`src/rtl/apb_rr_arbiter.sv`:
```
// Purpose: round-robin arbiter that shares one APB master port between several single-transfer requesters.
// Latency: accept at T, SETUP at T+1, ACCESS from T+2, response pulse one cycle after ACCESS/ERR ends.
// Backpressure: requesters hold valid until a one-hot ready pulse; responses are never stalled.

package axi2apb;

  // APB request bus (psel is carried separately as a one-hot vector)
  typedef struct packed {
    logic [31:0] paddr;
    logic [2:0]  pprot;
    logic        penable;
    logic        pwrite;
    logic [31:0] pwdata;
    logic [3:0]  pstrb;
  } apb_req_t;

  // APB slave response
  typedef struct packed {
    logic        pready;
    logic [31:0] prdata;
    logic        pslverr;
  } apb_resp_t;

endpackage

module apb_rr_arbiter #(
  parameter int unsigned NoRequesters  = 2,
  parameter int unsigned NoApbSlaves   = 1,
  parameter logic [31:0] APBSlotSize   = 32'h0001_0000,
  parameter int unsigned TimeoutCycles = 256
) (
  input  logic                               apb_clk,
  input  logic                               apb_rst,
  input  logic [NoRequesters-1:0]            req_valid_i,
  output logic [NoRequesters-1:0]            req_ready_o,
  input  logic [NoRequesters-1:0][31:0]      req_addr_i,
  input  logic [NoRequesters-1:0]            req_write_i,
  input  logic [NoRequesters-1:0][31:0]      req_wdata_i,
  input  logic [NoRequesters-1:0][3:0]       req_strb_i,
  input  logic [NoRequesters-1:0][2:0]       req_prot_i,
  output logic [NoRequesters-1:0]            rsp_valid_o,
  output logic [31:0]                        rsp_rdata_o,
  output logic                               rsp_err_o,
  output axi2apb::apb_req_t                  apb_req,
  output logic [NoApbSlaves-1:0]             apb_sel,
  input  axi2apb::apb_resp_t [NoApbSlaves-1:0] apb_resps
);

  localparam int RW        = (NoRequesters > 1) ? $clog2(NoRequesters) : 1;
  localparam int SW        = (NoApbSlaves > 1) ? $clog2(NoApbSlaves) : 1;
  localparam int CW        = $clog2(TimeoutCycles) + 1;
  localparam int SlotShift = $clog2(APBSlotSize);
  localparam logic [CW-1:0] TimeoutLast = CW'(TimeoutCycles - 1);

  typedef enum logic [1:0] {IDLE, SETUP, ACCESS, ERR} state_e;

  state_e state_q, state_d;

  logic [RW-1:0] ptr_q;
  logic [RW-1:0] grant_q;
  logic [SW-1:0] slot_q;
  logic [CW-1:0] cnt_q;
  logic [31:0]   addr_q;
  logic          write_q;
  logic [31:0]   wdata_q;
  logic [3:0]    strb_q;
  logic [2:0]    prot_q;

  logic [NoRequesters-1:0] rsp_vld_q;
  logic [31:0]             rsp_rdata_q;
  logic                    rsp_err_q;

  logic          gnt_found;
  logic [RW-1:0] gnt_idx;
  logic [31:0]   sel_addr;
  logic [31:0]   slot_full;
  logic          slot_ok;
  logic          timeout;
  axi2apb::apb_resp_t resp_sel;

  // Pick the first pending requester at or after the round-robin pointer
  always_comb begin : p_arb
    int cand;
    gnt_found = 1'b0;
    gnt_idx   = '0;
    cand      = 0;
    for (int i = 0; i < int'(NoRequesters); i++) begin
      cand = (int'(ptr_q) + i) % int'(NoRequesters);
      if (!gnt_found && req_valid_i[RW'(cand)]) begin
        gnt_found = 1'b1;
        gnt_idx   = RW'(cand);
      end
    end
  end

  // Slot decode of the candidate address and selection of the active slave response
  always_comb begin
    sel_addr  = req_addr_i[gnt_idx];
    slot_full = sel_addr >> SlotShift;
    slot_ok   = (slot_full < 32'(NoApbSlaves));
    resp_sel  = apb_resps[slot_q];
    timeout   = (cnt_q == TimeoutLast);
  end

  // FSM state register
  always_ff @(posedge apb_clk) begin
    if (apb_rst) state_q <= IDLE;
    else         state_q <= state_d;
  end

  // FSM next-state logic
  always_comb begin
    state_d = state_q;
    case (state_q)
      IDLE:    if (gnt_found) state_d = slot_ok ? SETUP : ERR;
      SETUP:   state_d = ACCESS;
      ACCESS:  if (resp_sel.pready || timeout) state_d = IDLE;
      ERR:     state_d = IDLE;
      default: state_d = IDLE;
    endcase
  end

  // FSM outputs: APB phase signals and the combinational accept pulse
  always_comb begin
    apb_req     = '0;
    apb_sel     = '0;
    req_ready_o = '0;
    case (state_q)
      IDLE: begin
        // Ready is masked during reset so nothing is accepted that the reset would drop
        if (gnt_found && !apb_rst) req_ready_o[gnt_idx] = 1'b1;
      end
      SETUP, ACCESS: begin
        apb_sel[slot_q] = 1'b1;
        apb_req.paddr   = addr_q;
        apb_req.pprot   = prot_q;
        apb_req.pwrite  = write_q;
        apb_req.pwdata  = wdata_q;
        apb_req.pstrb   = strb_q;
        apb_req.penable = (state_q == ACCESS);
      end
      default: ;
    endcase
  end

  // Transfer capture, wait-state counter and response registers
  always_ff @(posedge apb_clk) begin
    if (apb_rst) begin
      ptr_q       <= '0;
      grant_q     <= '0;
      slot_q      <= '0;
      cnt_q       <= '0;
      addr_q      <= '0;
      write_q     <= 1'b0;
      wdata_q     <= '0;
      strb_q      <= '0;
      prot_q      <= '0;
      rsp_vld_q   <= '0;
      rsp_rdata_q <= '0;
      rsp_err_q   <= 1'b0;
    end else begin
      rsp_vld_q <= '0;
      case (state_q)
        IDLE: begin
          if (gnt_found) begin
            grant_q <= gnt_idx;
            ptr_q   <= RW'((int'(gnt_idx) + 1) % int'(NoRequesters));
            slot_q  <= SW'(slot_full);
            addr_q  <= sel_addr;
            write_q <= req_write_i[gnt_idx];
            wdata_q <= req_wdata_i[gnt_idx];
            strb_q  <= req_strb_i[gnt_idx];
            prot_q  <= req_prot_i[gnt_idx];
            cnt_q   <= '0;
          end
        end
        SETUP: cnt_q <= '0;
        ACCESS: begin
          if (resp_sel.pready) begin
            rsp_vld_q[grant_q] <= 1'b1;
            rsp_rdata_q        <= write_q ? 32'h0 : resp_sel.prdata;
            rsp_err_q          <= resp_sel.pslverr;
          end else if (timeout) begin
            rsp_vld_q[grant_q] <= 1'b1;
            rsp_rdata_q        <= 32'h0;
            rsp_err_q          <= 1'b1;
          end else begin
            cnt_q <= cnt_q + 1'b1;
          end
        end
        ERR: begin
          rsp_vld_q[grant_q] <= 1'b1;
          rsp_rdata_q        <= 32'h0;
          rsp_err_q          <= 1'b1;
        end
        default: ;
      endcase
    end
  end

  assign rsp_valid_o = rsp_vld_q;
  assign rsp_rdata_o = rsp_rdata_q;
  assign rsp_err_o   = rsp_err_q;

endmodule

```
`config.mk`:
```
export PLATFORM = sky130hd
export DESIGN_NAME = apb_rr_arbiter
export DESIGN_NICKNAME = d
export VERILOG_FILES = /design/src/rtl/apb_rr_arbiter.sv
export SDC_FILE = /design/constraint.sdc
export NUM_CORES = 1
export LEC_CHECK = 0
export CAP_MARGIN = 40
export CELL_PAD_IN_SITES_DETAIL_PLACEMENT = 2
export CELL_PAD_IN_SITES_GLOBAL_PLACEMENT = 2
export CORE_AREA = 2 2 160 162
export CTS_CLUSTER_SIZE = 24
export DETAILED_ROUTE_END_ITERATION = 10
export DIE_AREA = 0 0 162 164
export HOLD_SLACK_MARGIN = 0.05
export PLACE_DENSITY_LB_ADDON = 0.1
export SLEW_MARGIN = 30
export SYNTH_ARGS = -nofsm -noshare
export SYNTH_HDL_FRONTEND = slang
export SYNTH_SLANG_ARGS = --single-unit
```
`constraint.sdc`:
```
create_clock -name apb_clk -period 6.6 [get_ports apb_clk]
set_clock_uncertainty 0.2 [all_clocks]
set_input_delay 0.66 -clock apb_clk [delete_from_list [all_inputs] [get_ports apb_clk]]
set_output_delay 0.66 -clock apb_clk [all_outputs]
set_load 0.01 [all_outputs]
```
==> results_dict.tcl, run 1 <==
set metrics [dict create \
    post_cts.repair.setup_buffers 0 \
    num_rows 58 \
    groute.usage.overall_pct 17.4 \
    grt-ovfl-total 0 \
    critPathArrivalTime_ns 2.99 \
    ctsLongestPathBuffers 2 \
    fin_ws_ns 2.75 \
    core_mm2 0.0248 \
    globalplace.congestion 0.758 \
    antennaDiodeCount 0 \
    r2r-start "state_q[0]" \
    post-synth-top-area-cell "dfxtp_1" \
    detailedPlace.worstSlack_ns 2.38 \
    first_pass_iters 4 \
    power.density_cell_area_mw_per_mm2 301 \
    r2r_end "state_q[1]" \
    postSynthAreaPerCell_um2 8.38 \
    layout.area.seq_mm2 0.00241 \
    multi_input_area_mm2 0.00301 \
    postSynth.topFlopCell "dfxtp_1" \
    flow.area_growth_from_synthesis_pct 66.2 \
    post_detailed_route_count_of_antenna_violating_nets 0 \
    min_to "rsp_valid_o[0]" \
    end_kind "output pin" \
    maximum_clock_frequency_mhz 260 \
    outcome "completed" \
    slew-limit-headroom_pct 48.1 \
    ctsResizeCount 0 \
    remaining_drc_errors 0 \
    die_height_um 164 \
    cts_made_buffers 17 \
    wl_per_cell_um 18.3 \
    report.final.setup_viol 0 \
    synth.most_common_cell "dfxtp_1" \
    number_of_max_capacitance_violations_reported 0 \
    finalWorstPathRequiredPeriod_ns 3.85 \
    cts_tree "built" \
    grt_pass1_wl_mm 35.9 \
    worst-slew-pin-transition_ns 0.778 \
    ys_async_sr_fraction_pct 0 \
    post_dp_cell_area_mm2 0.00882 \
    postRouteWirelength_mm 23.3 \
    post_layout_nonfiller_instances 1277 \
    nNetsFinal 1123 \
    ys_seq_elements 120 \
    grt_setup_unrepaired "false" \
    hp-start "grant_q" \
    cts.htree.levels 4 \
    layout-drive-gt1-share_pct 5.17 \
    max-vdd-ir-drop_uv 122 \
    design_area_mm2 0.00939 \
    share_of_the_synthesized_area_in_the_top_cell_type_pct 42.5 \
    data_required_critical_path_ns 5.74 \
    synthesis.yosys.warnings 0 \
    clk_root_buffer_cell "clkbuf_16" \
    hold_path_depth 1 \
    min-delay-path-class "flip-flop to flip-flop" \
    fp.dieW_um 162 \
    syn-num-nets 863 \
    dr_total_vias 5938 \
    sequential_fraction_of_the_synthesis_area_pct 42.5 \
    worstRegToRegCells 7 \
    timing.final.max_slew_violations 0 \
    most_frequent_cells_after_synthesis "120 x dfxtp_1, 84 x nor2_1, 73 x and2_1, 58 x mux2i_1, 58 x nand2_1" \
    dieArea_mm2 0.0266 \
    grt_antenna_before_repair 0 \
    placed_cells 1244 \
    vias_per_cell 4.65 \
    drt-initial-drc-count 201 \
    worstSkewPairLatency_ns 0.41 \
    critical_path_type "input pin to output pin" \
    io-pin-count 293 \
    totalNegativeSetupSlack_ns 0 \
    cts.hold.buffers_added 0 \
    synthesis.area_mm2 0.00565 \
    clk_pin_slew_worst_paths_ns 0.06 \
    synth-edff-count 0 \
    final_min_period_over_clock_period_pct 58.4 \
    fill_cells 2798 \
    placement.io_buffers 291 \
    dp_hpwl_mm 17.5 \
    effective_utilization_at_floorplan_pct 22.8 \
    cp-start-kind "input pin" \
    p_leak_nw 3.31 \
    grt_pass1_vias 6604 \
    r2r_slack_ns 3.67 \
    synth_cells 674 \
    crit_fanout 72 \
    grt_start_max_net_pins 78 \
    post_synth_main_area_contributors "dfxtp_1 43%, mux2i_1 10%, and2_1 8.1%" \
    number_of_distinct_standard_cells_referenced_by_the_synthesized_netlist 36 \
    hold_viol_final 0 \
    cts.sink_count 120 \
]
## stage by stage
step / hold slack (ns) / util, % / total power (W)
floorplan: 0.216 / - / 0.00147
global placement: 0.238 / 35.5 / 0.00191
detailed placement: 0.249 / 35.5 / 0.00197
CTS: 0.254 / 37.8 / 0.00288
global route: 0.277 / 37.8 / 0.00301
finish: 0.244 / 37.8 / 0.00282
## cells in the final DEF, fill, tap and decap left out, types with 2 or more instances in the layout
cell type	count
clkdlybuf4s50_1	290
dfxtp_1	119
nor2_1	83
and2_1	72
nand2_1	58
mux2i_1	58
a211oi_1	57
nand3_1	52
a21oi_1	36
clkbuf_16	17
a311oi_1	16
nor4_1	9
inv_1	7
buf_4	7
nor3_1	6
ha_1	6
o21ai_0	5
nand4_1	4
clkinv_2	4
clkinvlp_4	3
clkinv_4	3
inv_6	3
nor2b_1	2
nor3b_1	2
or3_1	2
xor2_1	2
xnor2_1	2
## report_power, final
| part | total (W) | internal, W | switching, W |
|---|---|---|---|
| sequential | 0.000928 | 0.000843 | 0.0000849 |
| clock | 0.000891 | 0.000529 | 0.000361 |
| combinational | 0.00100 | 0.000478 | 0.000526 |
## metal layers
metal | track usage (%) | up-vias | routed length (um)
met5 | 0 | - | 0
met4 | 4.10 | 0 | 205
met3 | 5.58 | 17 | 1590
met2 | 32.4 | 179 | 12100
met1 | 19.2 | 2859 | 9410
li1 | - | 2883 | -
## how the worst max path moves through the flow
stage | slack, ns | depth (start not counted) | to | start
2_1_floorplan | 4.16 | 4 | req_ready_o[0] | req_valid_i[0]
3_3_place_gp | 2.45 | 4 | req_ready_o[1] | req_valid_i[0]
3_5_place_dp | 2.38 | 6 | state_q[1] | req_valid_i[0]
4_1_cts | 2.36 | 4 | req_ready_o[1] | req_valid_i[0]
5_1_grt | 2.59 | 5 | req_ready_o[1] | req_valid_i[0]
6_report | 2.75 | 5 | req_ready_o[1] | req_valid_i[0]
## final cells by class
type	instances	share of cell area (%)
sequential	120	25.6
timing repair buffer	299	31.6
tap	330	4.40
multi-input combinational	489	32.1
inverter	7	0.280
clock buffer	18	4.68
clock inverter	14	1.33
## critical path, cell delays in order
cell and delay (ns):
clkdlybuf4s50_1 0.62, buf_6 0.23, and2_4 0.64, and3_1 0.26
clkdlybuf4s50_1 0.57
## registers in the layout (all words and copies together) (netlist names), 2 cells and up
name	cells
rsp_rdata_o	32
state_q	2
strb_q	4
cnt_q	9
addr_q	32
wdata_q	32
prot_q	3
rsp_valid_o	2
## cells by family after synthesis
| group | after synthesis | share of synthesized area, % |
|---|---|---|
| compound gates | 120 | 14.5 |
| xor+xnor | 4 | 0.620 |
| fa+ha+maj | 7 | 1.55 |
| buf+inv | 65 | 4.58 |
| flops | 120 | 42.5 |
| mux | 58 | 10.3 |
| simple gates | 300 | 25.9 |
(Power assumes the default switching activity.)
==> run 2: changes to the inputs <==
CORE_AREA = 2 2 168 170   (was 2 2 160 162)
DIE_AREA = 0 0 170 172   (was 0 0 162 164)
clock period = 4 ns   (was 6.6 ns; I/O delays follow)
==> run 2 against run 1 <==
Against the previous run: sequential power rose by 63%; sequential share of layout area shrank 0.40 points; cell area is 1.6% higher; clock power increased by 89%; critical path depth unchanged; highest routed layer unchanged; critical endpoint is now apb_req[2]; worst setup slack lost 2.0 ns; via count up 0.96%; power is 73% higher; critical path type is now flip-flop to output pin; register-to-register slack got worse by 2.2 ns.
==> results_dict.tcl, run 2 (same netlist as run 1, synthesis figures left out) <==
set metrics [dict create \
    first_pass_iters 4 \
    die_height_um 172 \
    worstSkewPairLatency_ns 0.41 \
    wl_per_cell_um 18.1 \
    r2r_end "rsp_rdata_o[30]" \
    post_cts.repair.setup_buffers 0 \
    ctsLongestPathBuffers 2 \
    cts.htree.levels 4 \
    final_common_cell "clkdlybuf4s50_1" \
    longest_individual_stage_delay_on_the_worst_path_ns 0.66 \
    worstRegToRegCells 9 \
    leading_cell_types_in_the_layout_fill_and_taps_excluded "290 x clkdlybuf4s50_1, 119 x dfxtp_1, 83 x nor2_1, 72 x and2_1" \
    remaining_drc_errors 0 \
    r2r-start "cnt_q[0]" \
    dieArea_mm2 0.0292 \
    cts_made_buffers 17 \
    core_mm2 0.0275 \
    flow.area_growth_from_synthesis_pct 68.9 \
    globalplace.congestion 0.720 \
    hp-start "apb_rst" \
    cp-start-kind "flip-flop" \
    grt-ovfl-total 0 \
    p_seq_share_pct 30.9 \
    fp.dieW_um 170 \
    layout-drive-gt1-share_pct 5.57 \
    drt-initial-drc-count 169 \
    timing.final.max_slew_violations 0 \
    ctsResizeCount 0 \
    crit_fanout 43 \
    min-delay-path-class "input pin to flip-flop" \
    pwr-share-clk_pct 34.4 \
    grt_antenna_before_repair 0 \
    post-route-util_pct 34.7 \
    num_rows 61 \
    power.switching_fraction_pct 33.3 \
    post_layout_nonfiller_instances 1297 \
    worst-slew-pin-transition_ns 0.772 \
    clk_pin_slew_worst_paths_ns 0.06 \
    vias_per_cell 4.62 \
    final_min_period_over_clock_period_pct 80.1 \
    min_to "rsp_rdata_o[3]" \
    clk_root_buffer_cell "clkbuf_16" \
    power.density_cell_area_mw_per_mm2 513 \
    maximum_clock_frequency_mhz 312 \
    critPathArrivalTime_ns 2.60 \
    placed_cells 1264 \
    p_total_w 0.00489 \
    intPower_w 0.00326 \
    dp_hpwl_mm 17.7 \
    worst_path_cell_chain "inv_1 -> ha_2 -> buf_12 -> and2_1 -> clkdlybuf4s50_1" \
    critical_path_type "flip-flop to output pin" \
    io-pin-count 293 \
    groute.usage.overall_pct 15.9 \
    cts.sink_count 120 \
    grt_pass1_vias 6737 \
    cts.hold.buffers_added 0 \
    hold_path_depth 2 \
    p_leak_nw 3.38 \
    end_kind "output pin" \
    worst_path_slowest_cell "ha_2" \
    placement.io_buffers 291 \
    totalNegativeSetupSlack_ns 0 \
    number_of_max_capacitance_violations_reported 0 \
    r2r_slack_ns 1.51 \
    finalWorstPathRequiredPeriod_ns 3.20 \
    outcome "completed" \
    effective_utilization_at_floorplan_pct 20.6 \
    grt_start_max_net_pins 91 \
    max-vdd-ir-drop_uv 219 \
    power.switching_w 0.00163 \
    grt_setup_unrepaired "false" \
    postRouteWirelength_mm 23.5 \
    report.final.setup_viol 0 \
    antennaDiodeCount 0 \
    cts_tree "built" \
    post_detailed_route_count_of_antenna_violating_nets 0 \
    dr_total_vias 5995 \
    slew-limit-headroom_pct 48.6 \
    grt_pass1_wl_mm 36.1 \
    data_required_critical_path_ns 3.40 \
    power.combinational.fraction_pct 34.7 \
    hold_viol_final 0 \
    nNetsFinal 1127 \
]
==> run 2: changes by cell type in the layout (fill, tap and decap cells not counted), sizes merged <==
cell,delta
buf,+4
bufinv,+3
clkinv,-3
inv,+3
clkinvlp,-2
clkbuf,-1
==> run 2: power groups by stage <==
stage / Clock (W) / Combinational (W) / Sequential (W)
floorplan: 0 / 0.000922 / 0.00150
global placement: 0 / 0.00167 / 0.00153
detailed placement: 0 / 0.00173 / 0.00154
CTS: 0.00174 / 0.00174 / 0.00152
global route: 0.00179 / 0.00189 / 0.00154
finish: 0.00168 / 0.00170 / 0.00151
==> run 2: worst max path at each step <==
stage                   startpoint        endpoint  slack [ns]  cells after the start
global route            state_q[0]     apb_req[18]        0.55                      5
detailed placement      state_q[0]      apb_req[2]        1.14                      5
finish                  state_q[0]      apb_req[2]        0.80                      5
CTS                     state_q[0]      apb_req[2]        0.68                      5
floorplan                 cnt_q[0]        cnt_q[5]        1.74                      8
global placement    req_valid_i[0]  req_ready_o[1]        1.15                      4
==> run 2: per-layer routing <==
layer	GRT usage [%]	wire length, um	vias to the layer above	share of wire, %
li1	-	-	2900	-
met1	17.5	9380	2877	40
met2	28.6	11800	192	50
met3	5.54	1800	26	7.7
met4	5.46	512	0	2.2
met5	0	0	-	0
==> run 2: area by class of cell <==
| cell class | count | area [um2] |
|---|---|---|
| inverter | 7 | 26.3 |
| sequential | 120 | 2410 |
| clock inverter | 15 | 214 |
| tap | 346 | 433 |
| fill | 3050 | 17900 |
| multi-input combinational | 489 | 3000 |
| clock buffer | 17 | 425 |
| timing repair buffer | 303 | 3040 |
==> run 2: critical path: cells and delay by family, from the launching register on <==
| kind | cells | cell delay, ns |
|---|---|---|
| flip-flops | 1 | 0.40 |
| AND/OR/NAND/NOR | 1 | 0.17 |
| adder cells (fa/ha/maj) | 1 | 0.66 |
| buffers and inverters | 3 | 0.95 |
==> run 2: metrics by stage <==
step                area [um2]  hold slack [ns]  setup slack (ns)
global placement          8870            0.238              1.15
finish                    9540            0.168             0.797
CTS                       9520            0.139             0.680
global route              9540            0.159             0.554
floorplan                 5650            0.216              1.74
detailed placement        8880            0.235              1.14
